## config.mk

```make
export PLATFORM = sky130hd
export DESIGN_NAME = atm_session_driver
export DESIGN_NICKNAME = d
export VERILOG_FILES = /design/src/rtl/atm_pkg.sv /design/src/rtl/atm_hold_timer.sv /design/src/rtl/atm_session_driver.sv
export SDC_FILE = /design/constraint.sdc
export NUM_CORES = 1
export LEC_CHECK = 0
export ABC_CLOCK_PERIOD_IN_PS = 1900
export CAP_MARGIN = 20
export CORE_ASPECT_RATIO = 0.5
export CORE_MARGIN = 8
export CORE_UTILIZATION = 35
export DETAILED_ROUTE_END_ITERATION = 8
export PLACE_DENSITY = 0.69
export SKIP_LAST_GASP = 1
export SYNTH_ARGS = -nofsm -noshare
export SYNTH_HDL_FRONTEND = slang
export SYNTH_SLANG_ARGS = --single-unit
```

## constraint.sdc

```tcl
create_clock -name clk -period 1.9 [get_ports clk]
set_input_delay 0.38 -clock clk [delete_from_list [all_inputs] [get_ports clk]]
set_output_delay 0.38 -clock clk [all_outputs]
set_load 0.01 [all_outputs]
```

## src/rtl/atm_pkg.sv

```systemverilog
// Shared encodings for the ATM session driver: command ops, response status and
// the ATM core's menuOption codes.
package atm_pkg;

  typedef enum logic [2:0] {
    OP_LOGIN         = 3'd0,
    OP_BALANCE       = 3'd1,
    OP_WITHDRAW      = 3'd2,
    OP_WITHDRAW_SHOW = 3'd3,
    OP_TRANSFER      = 3'd4,
    OP_LOGOUT        = 3'd5
  } op_e;

  typedef enum logic [2:0] {
    ST_OK             = 3'd0,
    ST_AUTH_FAIL      = 3'd1,
    ST_ATM_ERROR      = 3'd2,
    ST_NOT_LOGGED_IN  = 3'd3,
    ST_SESSION_ACTIVE = 3'd4,
    ST_AMOUNT_RANGE   = 3'd5
  } status_e;

  localparam logic [2:0] MENU_WAITING       = 3'b000;
  localparam logic [2:0] MENU_BALANCE       = 3'b001;
  localparam logic [2:0] MENU_WITHDRAW      = 3'b010;
  localparam logic [2:0] MENU_PIN_OK        = 3'b011;
  localparam logic [2:0] MENU_SELECT        = 3'b100;
  localparam logic [2:0] MENU_WITHDRAW_SHOW = 3'b101;
  localparam logic [2:0] MENU_TRANSFER      = 3'b110;
  localparam logic [2:0] MENU_DONE          = 3'b111;

  localparam int MAX_AMOUNT_DEFAULT = 2047;

  function automatic logic [2:0] menu_for(input op_e op);
    case (op)
      OP_BALANCE:       return MENU_BALANCE;
      OP_WITHDRAW:      return MENU_WITHDRAW;
      OP_WITHDRAW_SHOW: return MENU_WITHDRAW_SHOW;
      OP_TRANSFER:      return MENU_TRANSFER;
      default:          return MENU_WAITING;
    endcase
  endfunction

endpackage

```

## src/rtl/atm_hold_timer.sv

```systemverilog
// Loadable down-counter that stops at 1; done marks the last cycle of a window.
module atm_hold_timer #(
  parameter int WIDTH = 8
) (
  input  logic             clk,
  input  logic             rst,
  input  logic             load,
  input  logic [WIDTH-1:0] load_value,
  output logic             done
);

  logic [WIDTH-1:0] count_reg;

  always_ff @(posedge clk) begin
    if (rst) begin
      count_reg <= '0;
    end else if (load) begin
      count_reg <= load_value;
    end else if (count_reg > WIDTH'(1)) begin
      count_reg <= count_reg - WIDTH'(1);
    end
  end

  assign done = (count_reg == WIDTH'(1));

endmodule

```

## src/rtl/atm_session_driver.sv

```systemverilog
// Terminal-side front end for the ATM core: one command at a time is turned into
// a timed sequence on the ATM request pins, then a single response is returned.
module atm_session_driver
  import atm_pkg::*;
#(
  parameter int LOGIN_HOLD = 4,
  parameter int RESP_WAIT  = 3,
  parameter int EXIT_HOLD  = 2,
  parameter int MAX_AMOUNT = MAX_AMOUNT_DEFAULT
) (
  input  logic        clk,
  input  logic        rst,
  input  logic        cmd_valid,
  output logic        cmd_ready,
  input  logic [2:0]  cmd_op,
  input  logic [11:0] cmd_acc,
  input  logic [3:0]  cmd_pin,
  input  logic [11:0] cmd_dest,
  input  logic [11:0] cmd_amount,
  output logic        resp_valid,
  input  logic        resp_ready,
  output logic [2:0]  resp_status,
  output logic [10:0] resp_balance,
  output logic        logged_in,
  output logic [11:0] atm_acc_number,
  output logic [3:0]  atm_pin,
  output logic [11:0] atm_dest,
  output logic [2:0]  atm_menu_option,
  output logic [10:0] atm_amount,
  output logic        atm_exit,
  output logic        atm_step,
  input  logic        atm_error,
  input  logic [10:0] atm_balance
);

  typedef enum logic [2:0] {
    IDLE, LOGIN_HOLD_S, DRIVE, STEP, WAIT, EXIT_HI, EXIT_LO, RESPOND
  } state_e;

  state_e      state_reg, state_next;
  logic        logged_in_reg;
  logic [11:0] acc_reg, dest_reg;
  logic [3:0]  pin_reg;
  logic [2:0]  menu_reg;
  logic [10:0] amount_reg, balance_reg;
  logic        exit_reg;
  status_e     status_reg;

  op_e         op;
  logic        amount_op;
  logic        reject;
  status_e     reject_status;
  logic        timer_load;
  logic [7:0]  timer_value;
  logic        timer_done;

  atm_hold_timer #(.WIDTH(8)) u_timer (
    .clk        (clk),
    .rst        (rst),
    .load       (timer_load),
    .load_value (timer_value),
    .done       (timer_done)
  );

  // Decide locally rejected commands before any ATM pin moves.
  always_comb begin
    op            = op_e'(cmd_op);
    amount_op     = (op == OP_WITHDRAW) || (op == OP_WITHDRAW_SHOW) || (op == OP_TRANSFER);
    reject        = 1'b0;
    reject_status = ST_OK;
    if (op == OP_LOGIN) begin
      if (logged_in_reg) begin
        reject        = 1'b1;
        reject_status = ST_SESSION_ACTIVE;
      end
    end else if (!logged_in_reg) begin
      reject        = 1'b1;
      reject_status = ST_NOT_LOGGED_IN;
    end else if (amount_op && (cmd_amount > 12'(MAX_AMOUNT))) begin
      reject        = 1'b1;
      reject_status = ST_AMOUNT_RANGE;
    end
  end

  always_comb begin
    state_next  = state_reg;
    timer_load  = 1'b0;
    timer_value = '0;
    case (state_reg)
      IDLE: begin
        if (cmd_valid) begin
          if (reject) begin
            state_next = RESPOND;
          end else if (op == OP_LOGIN) begin
            state_next  = LOGIN_HOLD_S;
            timer_load  = 1'b1;
            timer_value = 8'(LOGIN_HOLD);
          end else if (op == OP_LOGOUT) begin
            state_next  = EXIT_HI;
            timer_load  = 1'b1;
            timer_value = 8'(EXIT_HOLD);
          end else begin
            state_next = DRIVE;
          end
        end
      end
      LOGIN_HOLD_S: if (timer_done) state_next = RESPOND;
      DRIVE:        state_next = STEP;
      STEP: begin
        state_next  = WAIT;
        timer_load  = 1'b1;
        timer_value = 8'(RESP_WAIT);
      end
      WAIT:         if (timer_done) state_next = RESPOND;
      EXIT_HI:      if (timer_done) state_next = EXIT_LO;
      EXIT_LO:      state_next = RESPOND;
      RESPOND:      if (resp_ready) state_next = IDLE;
      default:      state_next = IDLE;
    endcase
  end

  always_ff @(posedge clk) begin
    if (rst) begin
      state_reg     <= IDLE;
      logged_in_reg <= 1'b0;
      acc_reg       <= '0;
      pin_reg       <= '0;
      dest_reg      <= '0;
      menu_reg      <= MENU_WAITING;
      amount_reg    <= '0;
      exit_reg      <= 1'b0;
      status_reg    <= ST_OK;
      balance_reg   <= '0;
    end else begin
      state_reg <= state_next;
      case (state_reg)
        IDLE: begin
          if (cmd_valid) begin
            if (reject) begin
              status_reg  <= reject_status;
              balance_reg <= '0;
            end else if (op == OP_LOGIN) begin
              acc_reg <= cmd_acc;
              pin_reg <= cmd_pin;
            end else if (op == OP_LOGOUT) begin
              exit_reg <= 1'b1;
            end else begin
              menu_reg   <= menu_for(op);
              amount_reg <= amount_op ? cmd_amount[10:0] : '0;
              dest_reg   <= (op == OP_TRANSFER) ? cmd_dest : '0;
            end
          end
        end
        LOGIN_HOLD_S: begin
          if (timer_done) begin
            if (atm_error) begin
              status_reg  <= ST_AUTH_FAIL;
              balance_reg <= '0;
              acc_reg     <= '0;
              pin_reg     <= '0;
            end else begin
              status_reg    <= ST_OK;
              balance_reg   <= atm_balance;
              logged_in_reg <= 1'b1;
            end
          end
        end
        WAIT: begin
          if (timer_done) begin
            status_reg  <= atm_error ? ST_ATM_ERROR : ST_OK;
            balance_reg <= atm_balance;
            menu_reg    <= MENU_WAITING;
            amount_reg  <= '0;
            dest_reg    <= '0;
          end
        end
        EXIT_HI: if (timer_done) exit_reg <= 1'b0;
        EXIT_LO: begin
          logged_in_reg <= 1'b0;
          acc_reg       <= '0;
          pin_reg       <= '0;
          status_reg    <= ST_OK;
          balance_reg   <= '0;
        end
        default: ;
      endcase
    end
  end

  assign cmd_ready       = (state_reg == IDLE);
  assign resp_valid      = (state_reg == RESPOND);
  assign resp_status     = status_reg;
  assign resp_balance    = balance_reg;
  assign logged_in       = logged_in_reg;
  assign atm_acc_number  = acc_reg;
  assign atm_pin         = pin_reg;
  assign atm_dest        = dest_reg;
  assign atm_menu_option = menu_reg;
  assign atm_amount      = amount_reg;
  assign atm_exit        = exit_reg;
  assign atm_step        = (state_reg == STEP);

endmodule

```

==> flow_summary.toml, run 1 <==
[route]
drc_errors = 0
drt_iter0_markers = 163
vias = 3515
detail_route.vias_per_cell = 5.01
wire_per_inst_um = 15.9
drtPass1Iterations = 4
wl_mm = 11.2
ant_nets = 0

[worst_setup_path]
critPathTopFamily = "buffers and inverters"
cpPeakStageDelay_ns = 0.61
path_max_fanout = 7
startpoint_type = "flop"
crit_buf_inv = 1
critPathLaunch = "logged_in$_SDFFE_PP0P_"
cp.arrival_ns = 1.46
worstPathRequired_ns = 1.52
path_class = "flop to output pin"
worst_setup_path_end_kind = "output pin"
slowest_stage = "clkdlybuf4s50_1"
r2r-start = "u_timer.count_reg[1]$_SDFFE_PP0P_"
path_cells = "clkdlybuf4s50_1"

[floorplan]
die_x_um = 158
ioPinCount = 120
rows = 25
die_y_um = 86.8
design.die.area_sq_um = 13700
fp.coreArea_sq_um = 9600
start_util = 0.365

[placed_design]
dp_hpwl_mm = 7.51
gp_congestion = 0.783
io_buffers = 119

[timing]
relSlewSlack = 0.676
skew_ns = 0.00606
fin_crit_sh = 0.970
slew_violations = 0
finalSetupTns_ns = 0
hold_ws_ns = 0.426
setup_viol = 0
fmax_mhz = 543
hold_viol = 0
grt_setup_unrepaired = "yes"
fin_crit_ns = 1.84
tightest_slew_ns = 0.485

[power]
power_density_nw_per_um2 = 1110
leakage_nw = 2.18
ir_drop_uv = 609
power_w = 0.00622

[synthesis]
synth.top_cells.by_count = "dfxtp_1, nand3_1, nand2_1"
synth_edf_count = 0
ys_ff_latch = 69
yosysTopAreaCell = "dfxtp_1"
synth.area.top_cells = "dfxtp_1, mux2i_1, nand3_1, a21oi_1, nand2b_1"
yosysWarnings = 0
synthFlopType = "dfxtp_1"
yosysMostFrequentCell = "dfxtp_1"
avgSynthCellArea_sq_um = 8.62
synth_area_sq_um = 3510
yosysSeqAreaShare = 0.394
synthCells = 407
synth_async_sr_flop_share = 0
ys_types = 61
yosysTopAreaCellShare = 0.394
syn_nets = 468

[clock_network]
clock_latency_ns = 0.33
cts_sinks = 69
htreeDepth = 3
cts_tree = "built"
cts_made_buffers = 9
clk_path_buf_depth = 2
hold_buffers = 0
clk_pin_slew_worst_paths_ns = 0.06
cts-root-buf = "clkbuf_16"

[worst_hold_path]
hp-class = "primary input to flop"
hold_start = "rst"

[finish]
nFillCells = 859
drive_gt1_frac = 0.193
nets = 622
antennaDiodeCount = 0
areaGrowthSynthToFinish_pct = 59.9

[global_routing]
top_usage_layer = "met2"
grt_use_met1 = 0.199
grt_max_degree = 32
grt_use_met3 = 0.0471
antenna_found_initial = 0
grt_pass1_vias = 3366
gr-usage-all-layers = 0.153
grt_pass1_wl_mm = 17.1
grt_overflow = 0
use_met2 = 0.243

[run]
maxCapViolations = 0

[status]
status = "finished clean"
[placed cells by master, fill, tap and decap left out, types with 3 or more instances in the layout]
cell type	n
clkdlybuf4s50_1	111
dfxtp_1	65
nand3_1	55
nand2_1	46
buf_4	46
a21oi_1	40
nand2b_1	29
mux2i_1	29
nor2_1	19
clkbuf_16	12
inv_1	6
o21ai_0	6
nor3_1	5
buf_12	5
dlymetal6s2s_1	4
or2_2	3
nor2b_1	3
a211oi_1	3
or3_1	3
xnor2_1	3
clkinv_4	3
dlygate4sd2_1	3
dfxtp_2	3
[cells by family after synthesis]
| logic type | count (synthesis) | synth area share |
|---|---|---|
| AOI/OAI and AO/OA | 77 | 0.158 |
| xor gates and xnor gates | 5 | 0.0125 |
| adders and majority gates | 2 | 0.00713 |
| buffers and inverters | 40 | 0.0656 |
| DFF | 69 | 0.394 |
| muxes | 29 | 0.0828 |
| and+or+nand+nor | 185 | 0.280 |
[cell type report]
cell class	instances	area, sq um	share of cell area
multi-input combinational	299	1990	0.354
timing repair buffer	174	1720	0.307
sequential	69	1390	0.248
clock buffer	9	225	0.0402
tap	135	169	0.0301
clock inverter	7	76.3	0.0136
inverter	8	37.5	0.00669
[final timing paths]
path / endpoint / slack (ns) / cells after the start
worst max-delay path: logged_in / 0.06 / 1
worst min-delay path: state_reg[1]$_SDFFE_PP0P_ / 0.43 / 2
worst max register to register: atm_pin[2]$_SDFFE_PP0P_ / 0.07 / 9
worst min register to register: atm_amount[0]$_SDFFE_PP0P_ / 0.47 / 2
[metal layers]
metal / vias up / wire length (um)
met5: - / 0
met4: 0 / 68
met3: 8 / 768
met2: 104 / 5040
met1: 1656 / 5290
li1: 1747 / -
[report_power, final]
group | switching (W) | internal (W)
combinational | 0.00136 | 0.00140
sequential | 0.000146 | 0.00164
clock | 0.000655 | 0.00102
total | 0.00216 | 0.00406
[timing repair]
item | CTS | global route
gates resized for setup | 6 | 22
buffers inserted | 3 | 3
pin swaps | 2 | 9
gates cloned | 0 | 4
setup endpoints to repair | 58 | 60
[metrics by stage]
stage	setup WS, ns	cells	cell area [sq um]	util
after floorplan	0.0962	407	3510	-
after global placement	-0.400	675	5050	0.525
after detailed placement	-0.422	675	5050	0.525
after CTS	-0.174	694	5420	0.564
after global routing	-0.0168	701	5610	0.584
final	0.0572	701	5610	0.584
(Power assumes the default switching activity.)
==> run 2: changes to the inputs <==
--- a/config.mk
+++ b/config.mk
@@ -11,7 +11,7 @@
 export CORE_MARGIN = 8
 export CORE_UTILIZATION = 35
 export DETAILED_ROUTE_END_ITERATION = 8
-export PLACE_DENSITY = 0.69
+export PLACE_DENSITY = 0.68
 export SKIP_LAST_GASP = 1
 export SYNTH_ARGS = -nofsm -noshare
 export SYNTH_HDL_FRONTEND = slang
==> run 2 against run 1 <==
Clock power is essentially flat. Highest routed layer unchanged. Via count fell by 2.3%. Clock skew grew 0.0036 ns. Setup slack worse by 0.012 ns. Critical path type is now primary input to flop.
==> flow_summary.toml, run 2 (synthesis gave the netlist of run 1 again) <==
[worst_setup_path]
cpPeakStageDelay_ns = 0.42
path_cells = "clkdlybuf4s50_1 -> buf_4 -> o311a_1 -> o2111ai_4 -> buf_12 -> nand3_1 -> a21oi_1"
reg2reg_depth = 7
slowest_stage = "clkdlybuf4s50_1"
worst_setup_path_end_kind = "flop"
path_max_fanout = 26
crit_buf_inv = 3
startpoint_type = "primary input"
worstPathRequired_ns = 2.17
cp.arrival_ns = 2.12
path_class = "primary input to flop"
critPathTopFamily = "buffers and inverters"
critical_path_depth = 7

[worst_hold_path]
holdPathStages = 4
hp-class = "primary input to flop"

[timing]
relSlewSlack = 0.534
fmax_mhz = 539
fin_crit_sh = 0.976
setup_viol = 0
hold_viol = 0
tightest_slew_ns = 0.699
grt_setup_unrepaired = "yes"
skew_ns = 0.00968
fin_crit_ns = 1.85
slew_violations = 0

[finish]
nets = 616
mostFrequentLayoutCell = "clkdlybuf4s50_1"
fin_area_sq_um = 5500
areaGrowthSynthToFinish_pct = 56.8
layout.cells.non_filler = 695
drive_gt1_frac = 0.182
layout_common_cells = "clkdlybuf4s50_1, dfxtp_1, nand3_1, nand2_1, buf_4"
antennaDiodeCount = 0

[floorplan]
design.die.area_sq_um = 13700
rows = 25
start_util = 0.365
die_x_um = 158
ioPinCount = 120
die_y_um = 86.8
fp.coreArea_sq_um = 9600

[global_routing]
grt_pass1_vias = 3307
grt_overflow = 0
gr-usage-all-layers = 0.155
grt_max_degree = 41
grt_pass1_wl_mm = 17.0
antenna_found_initial = 0

[route]
vias = 3435
wl_mm = 10.8
detail_route.vias_per_cell = 4.94
drc_errors = 0
ant_nets = 0
drt_iter0_markers = 212
drtPass1Iterations = 4
wire_per_inst_um = 15.6

[clock_network]
cts_made_buffers = 9
cts_tree = "built"
clk_path_buf_depth = 2
cts_sinks = 69
hold_buffers = 0
clk_pin_slew_worst_paths_ns = 0.06
clock_latency_ns = 0.33
htreeDepth = 3
cts-root-buf = "clkbuf_16"

[status]
status = "finished clean"

[placed_design]
dp_hpwl_mm = 7.64
io_buffers = 119
placed_cell_area_sq_um = 5070
gp_congestion = 0.805
dpl.cell_count = 673

[power]
ir_drop_uv = 492
leakage_nw = 2.10
power_density_nw_per_um2 = 1110

[run]
maxCapViolations = 0
## run 2: through the flow
step                      hold slack (ns)  utilization  power (W)  TNS [ns]  worst slack [ns]
final                               0.431        0.573    0.00611         0            0.0450
after CTS                           0.431        0.563    0.00602     -1.05            -0.227
after floorplan                     0.449            -    0.00344         0            0.0962
after global routing                0.441        0.573    0.00648    -0.528           -0.0750
after detailed placement            0.458        0.528    0.00426    -21.03            -0.416
after global placement              0.453        0.528    0.00425    -18.89            -0.336
## run 2: power breakdown
part | internal [W] | total (W) | leakage, nW | switching, W
clock network | 0.00101 | 0.00166 | 0.138 | 0.000651
logic | 0.00134 | 0.00265 | 1.40 | 0.00132
registers | 0.00163 | 0.00180 | 0.560 | 0.000162
## run 2: worst reg2reg max path, stage by stage (launching register included)
cell     delay [ns]
dfxtp_1        0.33
inv_2          0.06
ha_2           0.18
nor3b_4        0.30
nand4_1        0.24
nand3_2        0.18
and2_4         0.24
mux2i_1        0.21
## run 2: path summary, 6_finish.rpt
kind / start / slack [ns] / endpoint
setup / recovery: cmd_op[0] / 0.05 / atm_amount[2]$_SDFFE_PP0P_
setup reg to reg: u_timer.count_reg[1]$_SDFFE_PP0P_ / 0.09 / resp_status[2]$_SDFFE_PP0P_
hold reg to reg: atm_dest[8]$_SDFFE_PP0P_ / 0.46 / atm_dest[8]$_SDFFE_PP0P_
hold / removal: rst / 0.43 / atm_acc_number[3]$_SDFFE_PP0P_
## run 2: repair_timing
item / in CTS / in global routing
setup endpoints to repair: 32 / 63
endpoints found under the hold margin: 0 / 0
pin swaps: 1 / 5
setup buffers: 0 / 4
gates cloned: 1 / 1
gates resized for setup: 10 / 19
## run 2: layout make-up
| cell class | count | area [sq um] |
|---|---|---|
| fill | 882 | 4100 |
| clock inverter | 6 | 63.8 |
| multi-input combinational | 299 | 2000 |
| timing repair buffer | 168 | 1620 |
| tap | 135 | 169 |
| inverter | 8 | 37.5 |
| sequential | 69 | 1380 |
| clock buffer | 10 | 229 |
## run 2: routing by layer
layer,global-route usage,part of all wire,wire length (um)
met5,0,0,0
met4,0.0412,0.0098,106
met3,0.0581,0.079,854
met2,0.252,0.45,4900
met1,0.188,0.46,4980
==> run 3: changes to the inputs <==
--- a/config.mk
+++ b/config.mk
@@ -11,7 +11,7 @@
 export CORE_MARGIN = 8
 export CORE_UTILIZATION = 35
 export DETAILED_ROUTE_END_ITERATION = 8
-export PLACE_DENSITY = 0.68
+export PLACE_DENSITY = 0.71
 export SKIP_LAST_GASP = 1
 export SYNTH_ARGS = -nofsm -noshare
 export SYNTH_HDL_FRONTEND = slang
==> run 3 against run 2 <==
Sequential share of layout area shrank 0.33 points. Sequential cell count unchanged. Register-to-register slack hardly changed. Combinational power is 2% higher. Sequential power barely moved. Via count increased by 4.3%. Utilization is 0.81 points higher. Clock skew decreased by 0.00073 ns. Final area up 1.4%. Fmax is 1.9% lower. Wire length increased by 4.2%. Critical path type is now flop to output pin. Critical endpoint is now logged_in.
==> flow_summary.toml, run 3 (synthesis gave the netlist of run 1 again) <==
[route]
drc_errors = 0
wl_mm = 11.3
vias = 3583
ant_nets = 0
wire_per_inst_um = 16.0
detail_route.vias_per_cell = 5.09
drt_iter0_markers = 171
drtPass1Iterations = 4

[worst_setup_path]
path_class = "flop to output pin"
cp.arrival_ns = 1.51
critPathLaunch = "logged_in$_SDFFE_PP0P_"
crit_buf_inv = 2
worst_setup_path_end_kind = "output pin"
startpoint_type = "flop"
critPathTopFamily = "buffers and inverters"
r2r-start = "u_timer.count_reg[1]$_SDFFE_PP0P_"
reg2reg_depth = 9
slowest_stage = "clkdlybuf4s50_1"
cpPeakStageDelay_ns = 0.55
worstPathRequired_ns = 1.52
critical_path_depth = 2
path_max_fanout = 9
path_cells = "buf_4 -> clkdlybuf4s50_1"

[worst_hold_path]
hp-class = "flop to flop"
holdPathStages = 2
hold_start = "atm_amount[2]$_SDFFE_PP0P_"

[timing]
relSlewSlack = 0.524
tightest_slew_ns = 0.714
fin_crit_ns = 1.89
setup_viol = 0
fin_crit_sh = 0.995
hold_viol = 0
slew_violations = 0
grt_setup_unrepaired = "yes"
fmax_mhz = 529
skew_ns = 0.00895

[finish]
areaGrowthSynthToFinish_pct = 59.0
final_core_util = 0.581
layout.cells.non_filler = 704
drive_gt1_frac = 0.194
nets = 626
nFillCells = 886
seqCellArea_sq_um = 1390
multiInputGateArea_sq_um = 2010
layout_common_cells = "clkdlybuf4s50_1, dfxtp_1, nand3_1, buf_4, nand2_1"
mostFrequentLayoutCell = "clkdlybuf4s50_1"

[global_routing]
grt_pass1_wl_mm = 17.7
grt_max_degree = 42
grt_overflow = 0
grt_pass1_vias = 3554
antenna_found_initial = 1
gr-usage-all-layers = 0.160

[power]
ir_drop_uv = 585
power_density_nw_per_um2 = 1090
leakage_nw = 2.16

[floorplan]
fp.coreArea_sq_um = 9600
start_util = 0.365
die_x_um = 158
ioPinCount = 120
design.die.area_sq_um = 13700
die_y_um = 86.8
rows = 25

[run]
maxCapViolations = 0

[clock_network]
clk_pin_slew_worst_paths_ns = 0.05
cts-root-buf = "clkbuf_16"
clk_path_buf_depth = 2
htreeDepth = 3
cts_made_buffers = 9
cts_sinks = 69
cts_tree = "built"
clock_latency_ns = 0.32

[placed_design]
dp_hpwl_mm = 7.68
dpl.cell_count = 677
io_buffers = 119
gp_congestion = 0.886

[status]
status = "finished clean"
==> run 3: cell count changes in the layout (fill, tap and decap cells not counted), moves of 2 or more <==
cell / before / now
buf_12: 5 / 2
buf_4: 43 / 48
buf_6: 1 / 6
clkdlybuf4s50_1: 114 / 111
clkinvlp_4: 2 / 0
dlymetal6s2s_1: 1 / 3
==> run 3: power by group <==
group          internal (W)  switching, W  leakage [nW]
Combinational       0.00135       0.00135          1.46
Sequential          0.00164      0.000155         0.560
Clock               0.00104      0.000572         0.139
Total               0.00402       0.00208          2.16
==> run 3: final cells by class <==
cell class              count  area share
diodes                      1    0.000449
clock buffers              12      0.0442
clock inverters             2     0.00628
inverters                   8     0.00673
multi-input cells         300       0.361
flip-flops and latches     69       0.248
well taps                 135      0.0303
repair buffers            177       0.303
==> run 3: routing by layer <==
| metal | wire, um | track usage | up-vias |
|---|---|---|---|
| met5 | 0 | 0 | - |
| li1 | - | - | 1754 |
| met3 | 761 | 0.0457 | 6 |
| met1 | 4760 | 0.184 | 1706 |
| met2 | 5660 | 0.284 | 117 |
| met4 | 112 | 0.0472 | 0 |
==> run 3: path summary, 6_finish.rpt <==
kind | to | slack, ns
max | logged_in | 0.01
max reg2reg | atm_acc_number[6]$_SDFFE_PP0P_ | 0.08
min | atm_amount[2]$_SDFFE_PP0P_ | 0.46
min reg2reg | atm_amount[2]$_SDFFE_PP0P_ | 0.46
==> run 3: per-stage QoR <==
stage	TNS [ns]	worst slack, ns	hold slack [ns]	total power [W]	instance area [sq um]
after CTS	-0.0951	-0.0297	0.432	0.00604	5430
after global routing	-0.0471	-0.0471	0.475	0.00646	5580
after detailed placement	-23.71	-0.443	0.457	0.00430	5060
final	0	0.00996	0.462	0.00609	5580
after floorplan	0	0.0962	0.449	0.00344	3510
after global placement	-21.92	-0.393	0.452	0.00427	5060
==> run 3: what timing repair did <==
| action | CTS | global route |
|---|---|---|
| buffers inserted | 2 | 4 |
| hold buffers | 0 | 0 |
| pin swaps | 4 | 18 |
| setup endpoints to repair | 57 | 59 |
| gates resized for setup | 12 | 24 |
| gates cloned | 2 | 4 |
==> run 3: tightest hold or removal path, cell delays in order, from the launching register on <==
cell     delay (ns)
dfxtp_1        0.30
nand3_1        0.06
a21oi_1        0.05
